==> src/rtl/load_store_unit.sv <==
// -----------------------------------------------------------------------------
// load_store_unit
//
// Multi-cycle load/store unit that sits between the execute stage and a
// word-only data memory. It accepts one request at a time, turns byte and
// halfword accesses into aligned word accesses (read-modify-write for
// sub-word stores), sign/zero-extends loads and reports misaligned or
// illegal-funct3 requests as errors without touching memory.
//
// Ports
//   clk, rst_n        : clock, asynchronous active-low reset
//   req_valid/ready   : request handshake (ready only in IDLE)
//   req_we            : 1 = store, 0 = load
//   req_funct3        : RISC-V funct3 (LB/LH/LW/LBU/LHU, SB/SH/SW)
//   req_addr          : byte address
//   req_wdata         : store data (low byte/halfword used for SB/SH)
//   resp_valid        : one-cycle completion pulse
//   resp_err          : error flag, qualified by resp_valid
//   resp_rdata        : extended load result, held until next response
//   mem_memrw         : memory write enable
//   mem_address       : word-aligned memory address
//   mem_data_write    : memory write data (0 when not writing)
//   mem_data_read     : combinational read data of the word at mem_address
// -----------------------------------------------------------------------------
module load_store_unit (
    input  logic        clk,
    input  logic        rst_n,
    input  logic        req_valid,
    output logic        req_ready,
    input  logic        req_we,
    input  logic [2:0]  req_funct3,
    input  logic [31:0] req_addr,
    input  logic [31:0] req_wdata,
    output logic        resp_valid,
    output logic        resp_err,
    output logic [31:0] resp_rdata,
    output logic        mem_memrw,
    output logic [31:0] mem_address,
    output logic [31:0] mem_data_write,
    input  logic [31:0] mem_data_read
);

    typedef enum logic [1:0] {
        IDLE   = 2'd0,
        ACCESS = 2'd1,
        WRITE  = 2'd2,
        RESP   = 2'd3
    } state_t;

    // funct3[1:0] encodes the access size; funct3[2] selects zero-extension.
    localparam logic [1:0] SIZE_BYTE = 2'b00;
    localparam logic [1:0] SIZE_HALF = 2'b01;
    localparam logic [1:0] SIZE_WORD = 2'b10;

    state_t      state, next_state;

    logic        we_q;
    logic [2:0]  funct3_q;
    logic [31:0] addr_q;
    logic [31:0] wdata_q;
    logic        err_q;
    logic [31:0] merge_q;
    logic [31:0] rdata_q;

    logic        accept;
    logic        req_bad;
    logic [31:0] word_addr;
    logic [4:0]  lane_shift;
    logic [7:0]  byte_lane;
    logic [15:0] half_lane;
    logic [31:0] load_data;
    logic [31:0] merge_data;

    // Illegal encodings and misalignment. Only legal sizes reach the
    // alignment test, so the two checks never overlap in meaning.
    function automatic logic is_bad(input logic       we,
                                    input logic [2:0] f3,
                                    input logic [1:0] a);
        logic illegal;
        logic misaligned;
        if (we) illegal = (f3 == 3'b011) || f3[2];
        else    illegal = (f3 == 3'b011) || (f3 == 3'b110) || (f3 == 3'b111);
        misaligned = ((f3[1:0] == SIZE_HALF) && a[0]) ||
                     ((f3[1:0] == SIZE_WORD) && (a != 2'b00));
        return illegal || misaligned;
    endfunction

    assign accept     = (state == IDLE) && req_valid;
    assign req_bad    = is_bad(req_we, req_funct3, req_addr[1:0]);
    assign word_addr  = {addr_q[31:2], 2'b00};
    assign lane_shift = {addr_q[1:0], 3'b000};

    // Little-endian lane extraction and extension for loads.
    always_comb begin
        byte_lane = mem_data_read[lane_shift +: 8];
        half_lane = addr_q[1] ? mem_data_read[31:16] : mem_data_read[15:0];
        case (funct3_q[1:0])
            SIZE_BYTE: load_data = {{24{byte_lane[7] & ~funct3_q[2]}}, byte_lane};
            SIZE_HALF: load_data = {{16{half_lane[15] & ~funct3_q[2]}}, half_lane};
            default:   load_data = mem_data_read;
        endcase
    end

    // Replace the addressed byte/halfword of the word just read.
    always_comb begin
        merge_data = mem_data_read;
        if (funct3_q[1:0] == SIZE_BYTE) begin
            merge_data[lane_shift +: 8] = wdata_q[7:0];
        end else if (addr_q[1]) begin
            merge_data[31:16] = wdata_q[15:0];
        end else begin
            merge_data[15:0] = wdata_q[15:0];
        end
    end

    // NOTE: sequential state uses non-blocking assignments so every register
    // samples the pre-edge values; blocking here would create ordering races.
    always_ff @(posedge clk or negedge rst_n) begin
        if (!rst_n) state <= IDLE;
        else        state <= next_state;
    end

    // NOTE: every output and next_state gets a default first, so no path
    // through the case leaves a value unassigned and no latch is inferred.
    always_comb begin
        next_state     = state;
        req_ready      = 1'b0;
        resp_valid     = 1'b0;
        resp_err       = 1'b0;
        mem_memrw      = 1'b0;
        mem_address    = 32'd0;
        mem_data_write = 32'd0;
        case (state)
            IDLE: begin
                req_ready = 1'b1;
                if (req_valid) next_state = req_bad ? RESP : ACCESS;
            end
            ACCESS: begin
                mem_address = word_addr;
                if (we_q && (funct3_q[1:0] == SIZE_WORD)) begin
                    mem_memrw      = 1'b1;
                    mem_data_write = wdata_q;
                    next_state     = RESP;
                end else if (we_q) begin
                    next_state = WRITE;
                end else begin
                    next_state = RESP;
                end
            end
            WRITE: begin
                mem_memrw      = 1'b1;
                mem_address    = word_addr;
                mem_data_write = merge_q;
                next_state     = RESP;
            end
            RESP: begin
                resp_valid = 1'b1;
                resp_err   = err_q;
                next_state = IDLE;
            end
            default: next_state = IDLE;
        endcase
    end

    always_ff @(posedge clk or negedge rst_n) begin
        if (!rst_n) begin
            we_q     <= 1'b0;
            funct3_q <= 3'd0;
            addr_q   <= 32'd0;
            wdata_q  <= 32'd0;
            err_q    <= 1'b0;
            merge_q  <= 32'd0;
            rdata_q  <= 32'd0;
        end else begin
            if (accept) begin
                we_q     <= req_we;
                funct3_q <= req_funct3;
                addr_q   <= req_addr;
                wdata_q  <= req_wdata;
                err_q    <= req_bad;
                if (req_bad) rdata_q <= 32'd0;
            end
            if (state == ACCESS) begin
                if (!we_q) rdata_q <= load_data;
                // Only consumed by WRITE, so capturing it for SW is harmless.
                else       merge_q <= merge_data;
            end
        end
    end

    assign resp_rdata = rdata_q;

endmodule

==> config.mk <==
export PLATFORM = sky130hd
export DESIGN_NAME = load_store_unit
export DESIGN_NICKNAME = d
export VERILOG_FILES = /design/src/rtl/load_store_unit.sv
export SDC_FILE = /design/constraint.sdc
export NUM_CORES = 1
export LEC_CHECK = 0
export BUFFER_PORTS_ARGS = -buffer_cell sky130_fd_sc_hd__clkbuf_2
export CAP_MARGIN = 10
export CORE_MARGIN = 1.5
export CORE_UTILIZATION = 45
export DETAILED_ROUTE_END_ITERATION = 10
export PLACE_DENSITY = 0.74
export SLEW_MARGIN = 0
export SYNTH_ARGS = -nofsm -noshare
export SYNTH_HDL_FRONTEND = slang
export SYNTH_SLANG_ARGS = --single-unit
==> constraint.sdc <==
create_clock -name clk -period 1.86 [get_ports clk]
set_input_delay 0.186 -clock clk [delete_from_list [all_inputs] [get_ports clk]]
set_output_delay 0.186 -clock clk [all_outputs]
set_load 0.01 [all_outputs]
# After elaboration in Yosys (flattened, before gate mapping)
# Index checks and enable logic that the tools add are counted.
[classes]
eq_ne = 11
muxes = 24
bitwise_logic = 3
n_shift = 3
add_sub_neg = 1
n_reduce_logical = 14
[ops]
columns = ["cell", "count"]
rows = [
  ["32-bit 2-to-1 mux", 7],
  ["32-bit case mux with 2 select lines", 2],
  ["16-bit 2-to-1 mux", 3],
  ["32-bit bitwise mux", 1],
  ["8-bit by 7-bit variable shift with 32-bit output, first input constant", 1],
  ["32-bit by 6-bit variable part select with 8-bit output", 1],
  ["8-bit by 7-bit variable part select with 32-bit output", 1],
  ["2-bit equality test, second input constant", 4],
  ["2-bit case mux with 4 select lines", 1],
  ["1-bit 2-to-1 mux", 7],
  ["5-bit negation with 7-bit output", 1],
  ["2-bit by 1-bit equality test with 1-bit output, second input constant", 3],
  ["3-bit equality test, second input constant", 2],
  ["1-bit logical OR", 5],
  ["1-bit logical AND", 4],
  ["2-bit logical NOT", 2],
  ["2-bit 2-to-1 mux", 2],
  ["3-bit by 2-bit equality test with 1-bit output, second input constant", 1],
  ["1-bit AND", 2],
  ["2-bit inequality test, second input constant", 1],
  ["1-bit case mux with 2 select lines", 1],
  ["2-bit AND reduction", 1],
  ["2-bit nonzero test", 1],
  ["2-bit OR reduction", 1],
  ["1-bit NOT", 1],
]
[word_totals]
word_cells = 64
ff_bits = 135

# Longest topological paths before layout
# Gate-level depths: netlist of the first run.
[logic_depth]
word_depth = 9
ltp_mapped = 8
ltp_nobuf = 6

# Worst setup path after synthesis of the first run
# OpenSTA, ideal clock, no wires.
[synth_path]
path_kind = "register to register"
start = "reg state[0]"
end = "reg rdata_q[10] (netlist: resp_rdata[10])"
stages_incl_launch_ff = 9
path_slack_ns = -0.132
setup_ns = 0.118
t_arrival_ns = 1.874
path_cell_list = "dfrtp_1 > inv_1 > ha_1 > nand2_1 > or3_1 > buf_2 > and2_1 > clkbuf_1 > a21o_1"
[synth_via]
elab_chain_len = 5
elab_cells_between_ends = 6
classes_between = "eq/ne (1); mux (3); reduce/logical (2)"
[synth_lines]
columns = ["element", "line", "text"]
rows = [
  ["from (decl)", "55", "state_t state, next_state;"],
  ["from (signal assigned)", "120", "else state <= next_state;"],
  ["2-bit logical NOT", "88", "assign accept = (state == IDLE) && req_valid;"],
  ["1-bit logical AND", "88", ""],
  ["32-bit 2-to-1 mux", "175", "if (accept) begin"],
  ["32-bit 2-to-1 mux", "184", "if (!we_q) rdata_q <= load_data;"],
  ["32-bit 2-to-1 mux (*)", "183", "if (state == ACCESS) begin"],
  ["to (signal assigned)", "184", ""],
  ["to (decl)", "63", "logic [31:0] rdata_q;"],
]
# Mark *: on every way between the ends. The rest lies on a longest branch, timed or not.
# A chain may end at the register's enable or synchronous reset.

# Worst setup path after layout of the first run
[layout_path]
start = "reg state[1]"
end = "out mem_address[28]"
[layout_via]
elab_chain_len = 3
elab_cells_between_ends = 4
classes_between = "eq/ne (2); mux (1); reduce/logical (1)"
[layout_lines]
columns = ["element", "line", "text"]
rows = [
  ["2-bit by 1-bit equality test with 1-bit output / 2-bit equality test (equally long branches)", "133", "case (state)"],
  ["2-bit OR reduction (no source line) (*)", "n/a", ""],
  ["32-bit 2-to-1 mux (*)", "133", ""],
  ["to (decl)", "38", "output logic [31:0] mem_address,"],
]
# Marked as above.

==> flow_summary.toml, run 1 <==
[outcome]
outcome = "finished, violations left"
violations = "negative setup slack"

[clock_tree]
clk_latency_ps = 420
cts.path.max_buffers = 2
clk_pin_slew_ps = 60
h-tree-depth = 4
cts_made_buffers = 17
cts_tree = "built"
clock_sinks = 135
cts_root_buffer = "clkbuf_16"

[timing]
setup_viol = 63
finalCritPeriodShare_pct = 116
setup_ws_ps = -298
fin_crit_ps = 2160
hold_violations = 0
worst_pin_slew_ps = 518
finClkSkew_ps = 7.46
rsz0062_at_grt = "true"
relSlewSlack_pct = 65.4
maxSlewViolCount = 0
fmax_ghz = 0.463

[synth]
muxShareOfSynthArea_pct = 15.2
synth_compound_area_share_pct = 19.6
ys.warnings.count = 0
ys_types = 45
synth-seq-area-share_pct = 48.2
synthAdderAreaFrac_pct = 1.78
syn_inst = 647
synth-seq-cells = 135
synth_top_family_by_area = "compound AO/OA/AOI/OAI gates"
synth-simple-area-share_pct = 11.0
syn_area_um2 = 7010
syn_avg_cell_area_um2 = 10.8
synth_xor_area_share_pct = 0

[setup_path]
cp-end-kind = "output pin"
worstPathArrival_ps = 1970
cp_max_fo = 7
start_kind = "flip-flop"
critPathKind = "flip-flop to output pin"
crit_required_ps = 1670

[floorplanning]
start_util_pct = 46.1
dieArea_um2 = 16300
num_io_pins = 203
die_w_um = 128
std_cell_rows = 45
core_area_um2 = 15200
die_h_um = 128

[finish]
multiInputGateArea_um2 = 3650
area_delta_synth_final_pct = 50.6
fin_util_pct = 69.5
register_area_um2 = 3380
fin_nets = 1045
design_area_um2 = 10600
drive_above_1_share_pct = 47.3
fillers = 1119
n_antenna_cell = 0

[route]
vias = 6572
drt_pass1_iterations = 5
drtAntennaViolNets = 0
viasPerCell = 5.80
drc = 0
wirelength_um = 24200
wire_per_inst_um = 21.3
drt_iter0_markers = 474

[placed_design]
placed_cell_area_um2 = 8410
place_hpwl_um = 14500
gp_congestion = 0.926
port_buffers = 200

[global_routing]
grt_max_degree = 70
grt_pass1_wl_um = 36400
grt_pass1_vias = 6662
overflow = 0
grtUsageTotal_pct = 29.2
grt_antenna_before_repair = 0

[power_and_ir_drop]
power.density_nw_per_um2 = 1990
ir_drop_v = 0.00149
p_leak_nw = 4.90
power_mw = 21.0

[worst_hold_path]
holdCritPathClass = "input pin to flip-flop"

[flow_run]
max-cap-violations = 0
-- registers in the layout, summed over array words and instances (netlist names) --
name        count
funct3_q        3
merge_q        32
we_q            1
state           2
addr_q         32
resp_rdata     32
err_q           1
wdata_q        32
-- cell families after synthesis --
group / after synthesis
AO/OA/AOI/OAI: 193
AND/OR/NAND/NOR: 142
flip-flops: 135
multiplexers: 96
buffers and inverters: 70
adder cells (fa/ha/maj): 10
other: 1
-- metrics by stage --
| step | hold WS [ps] | cells | setup TNS [ps] | worst slack [ps] |
|---|---|---|---|---|
| after floorplan | -110 | 648 | 0 | 8.45 |
| after global placement | 51.4 | 1015 | 0 | 33.3 |
| after detailed placement | 56.2 | 1015 | -193 | -30.3 |
| after CTS | 8.40 | 1125 | -10470 | -235 |
| after global routing | 15.1 | 1133 | -15970 | -366 |
| final | 20.0 | 1133 | -11760 | -298 |
-- layout make-up --
type	instances	area share (%)
multi-input combinational	443	34.5
clock inverter	15	2.16
tap	188	2.23
clock buffer	17	4.03
inverter	15	0.557
timing repair buffer	320	24.5
sequential	135	32.0
-- cell usage in the layout (no fill, tap or decap), types with 5 or more instances in the layout --
master and n:
dlygate4sd3_1 61, mux2_2 75, a21o_1 7, ha_1 6
buf_6 21, a222oi_1 8, clkinvlp_4 5, a221oi_1 9
inv_1 10, nor2b_2 5, a21oi_1 53, nand3_1 7
clkbuf_16 20, and2_1 15, buf_8 5, buf_16 6
nor2b_1 31, buf_2 41, nand2_1 44, a221o_1 16
mux2i_1 20, dfrtp_1 133, clkbuf_2 139, and2_4 18
o21ai_0 16, o21ai_1 8, a22o_1 17, a22oi_2 32
nor2_1 7, buf_12 14, bufinv_16 5, a22oi_1 16
buf_4 27
-- cell usage after synthesis (all sizes together) --
cell | instances | share of area, %
dfrtp | 135 | 48
mux2 | 75 | 12
a21oi | 55 | 4.0
a22oi | 48 | 5.1
nand2 | 46 | 2.5
nor2b | 38 | 3.4
and2 | 33 | 2.9
clkbuf | 30 | 1.6
buf | 25 | 1.8
o21ai | 24 | 1.7
mux2i | 20 | 2.9
a22o | 17 | 2.1
a221o | 16 | 2.3
inv | 14 | 0.75
ha | 10 | 1.8
a221oi | 9 | 1.1
a222oi | 8 | 1.1
a21o | 7 | 0.75
nand3 | 7 | 0.50
nor2 | 7 | 0.37
o22ai | 3 | 0.36
a31oi | 2 | 0.18
nor3 | 2 | 0.14
nor4 | 2 | 0.39
or3 | 2 | 0.25
and4b | 1 | 0.14
clkinv | 1 | 0.053
conb | 1 | 0.053
mux4 | 1 | 0.32
nand2b | 1 | 0.089
nand3b | 1 | 0.11
o21a | 1 | 0.11
o21bai | 1 | 0.11
o22a | 1 | 0.12
o32ai | 1 | 0.39
or2 | 1 | 0.089
or3b | 1 | 0.12
-- worst paths after layout --
check,startpoint,end,slack [ps],cells past startpoint
hold reg to reg,err_q,err_q,470,2
hold / removal,req_wdata[25],wdata_q[25],20,2
max in group asynchronous,rst_n,wdata_q[27],1050,3
setup / recovery,state[1],mem_address[28],-300,8
setup reg to reg,funct3_q[1],resp_rdata[6],60,5
min in group asynchronous,rst_n,resp_rdata[26],180,2
-- routing by layer --
layer,vias up,share of wire [%],track usage [%]
li1,2946,-,-
met1,3243,40,36.5
met2,323,50,49.8
met3,60,6.8,6.30
met4,0,2.9,10.4
met5,-,0,0
-- what timing repair did --
| action | 4_1_cts | 5_1_grt |
|---|---|---|
| setup endpoints to repair | 73 | 120 |
| pin swaps | 16 | 4 |
| cloned | 8 | 3 |
| hold buffers | 61 | 0 |
| endpoints found under the hold margin | 195 | 0 |
| setup buffers | 10 | 8 |
| resized for setup | 64 | 111 |
-- power by group --
group,internal (mW),switching (mW),leakage (nW)
clock network,2.38,1.35,0.302
logic,6.13,5.42,2.96
registers,4.43,1.32,1.63
total,12.9,8.09,4.90
-- critical path: stages, from the launching register on --
cell and delay [ps]:
dfrtp_1 380, inv_2 70, buf_4 150, ha_4 330
buf_12 140, buf_6 110, buf_16 110, and2_1 130
buf_2 140
Note: power is estimated with default switching activity, not from simulation.
==> run 2, diff against run 1 <==
- PLACE_DENSITY: 0.74 -> 0.71
- clock period: 1.86 -> 2.78 ns (I/O delays scaled with it)
==> run 2 against run 1 <==
  * The run now ends clean
  * Clock skew grew 0.68 ps
  * Final area down 17%
  * Hold slack improved by 63 ps
  * Via count shrank 10%
  * Die area did not move
  * Sequential share of layout area increased by 6.5 points
  * Largest cell class is now flip-flops and latches
==> flow_summary.toml, run 2 (same netlist as run 1, synthesis figures left out) <==
[timing]
finalCritPeriodShare_pct = 88.5
worst_pin_slew_ps = 896
setup_tns_ps = 0
setup_viol = 0
hold_violations = 0
fin_crit_ps = 2460
maxSlewViolCount = 0
finClkSkew_ps = 8.14
rsz0062_at_grt = "false"
setup_ws_ps = 320
relSlewSlack_pct = 40.3
fmax_ghz = 0.407

[clock_tree]
clk_pin_slew_ps = 60
cts.path.max_buffers = 2
h-tree-depth = 4
clk_latency_ps = 430
cts_root_buffer = "clkbuf_16"
cts_tree = "built"
cts_made_buffers = 17
clock_sinks = 135
ctsResizeCount = 0

[setup_path]
cp_num_buf_inv = 3
cpPeakStageDelay_ps = 420
slowest_stage = "dfrtp_1"
worstPathArrival_ps = 2180
crit_required_ps = 2500
path_cells = "inv_1 > ha_1 > nand2_2 > nor2b_2 > buf_4 > a22oi_1 > nor2b_1 > clkbuf_2"
rrSetupSlack_ps = 580
r2r_start = "addr_q[0]"
path_delay_family = "buffers and inverters"
r2r_cells = 5
cp_max_fo = 33
r2r-end = "merge_q[10]"
cp-end-kind = "output pin"
critPathKind = "flip-flop to output pin"
start_kind = "flip-flop"

[global_routing]
grt_antenna_before_repair = 0
overflow = 0
grtUsageTotal_pct = 24.8
grt_pass1_vias = 5712
grt_max_degree = 135
grt_pass1_wl_um = 31000

[floorplanning]
num_io_pins = 203
std_cell_rows = 45
dieArea_um2 = 16300
core_area_um2 = 15200
die_h_um = 128
start_util_pct = 46.1
die_w_um = 128

[route]
drt_iter0_markers = 501
vias = 5916
viasPerCell = 5.75
drtAntennaViolNets = 0
wire_per_inst_um = 19.2
drc = 0
drt_pass1_iterations = 8
wirelength_um = 19800

[worst_hold_path]
holdPathStages = 2
holdCritPathClass = "input pin to flip-flop"
min_to = "addr_q[12]"
worstHoldStart = "req_addr[12]"

[finish]
final_common_cell = "clkbuf_2"
n_antenna_cell = 0
fin_nets = 940
drive_above_1_share_pct = 39.5
mostFrequentLayoutCells = "199 x clkbuf_2, 135 x dfrtp_1, 75 x mux2_2, 53 x a21oi_1, 48 x a22oi_1"
area_delta_synth_final_pct = 25.0
fin_util_pct = 57.7
design_area_um2 = 8770

[placed_design]
dp_slack_ps = 613
gp_congestion = 0.943
placed_cell_area_um2 = 8160
place_hpwl_um = 14000
port_buffers = 200

[power_and_ir_drop]
power.density_nw_per_um2 = 1310
p_leak_nw = 4.16
ir_drop_v = 0.000652
power_mw = 11.4

[outcome]
outcome = "finished, final reports clean"

[flow_run]
max-cap-violations = 0
## run 2: per-layer routing
metal  vias up  wire length (µm)  GRT usage [%]
li1       2733                 -              -
met1      2879              8450           33.2
met2       261              9280           38.1
met3        43              1610           7.76
met4         0               442           9.12
met5         -                 0              0
## run 2: layout make-up
type | instances | area (µm²)
clock inverter | 13 | 155
timing repair buffer | 215 | 1150
sequential | 135 | 3380
multi-input combinational | 443 | 3350
tap | 188 | 235
inverter | 15 | 56.3
clock buffer | 19 | 443
fill | 1361 | 6430
## run 2: timing repair
| action | CTS | global route |
|---|---|---|
| hold buffers | 1 | 0 |
| hold endpoints to repair | 1 | 0 |
| buffers inserted | 0 | 0 |
## run 2: worst max path at each step
| stage | start | cells past startpoint | end | slack, ps |
|---|---|---|---|---|
| finish | state[1] | 8 | mem_data_write[14] | 320 |
| global route | state[1] | 8 | mem_data_write[14] | 120 |
| CTS | state[1] | 8 | mem_data_write[14] | 260 |
| detailed placement | addr_q[0] | 5 | merge_q[10] | 610 |
| global placement | addr_q[0] | 5 | merge_q[13] | 650 |
| floorplan | state[0] | 8 | resp_rdata[10] | 790 |
## run 2: stage by stage
stage | hold WS, ps | std cells
after floorplan | -17.6 | 648
after global placement | 55.1 | 995
after detailed placement | 54.1 | 995
after CTS | 67.0 | 1028
after global routing | 67.4 | 1028
final | 83.3 | 1028
## run 2: power breakdown
group | switching (mW) | leakage [nW] | internal, mW
sequential | 0.754 | 1.63 | 2.96
clock | 0.847 | 0.288 | 1.43
combinational | 2.97 | 2.24 | 2.49
total | 4.57 | 4.16 | 6.87
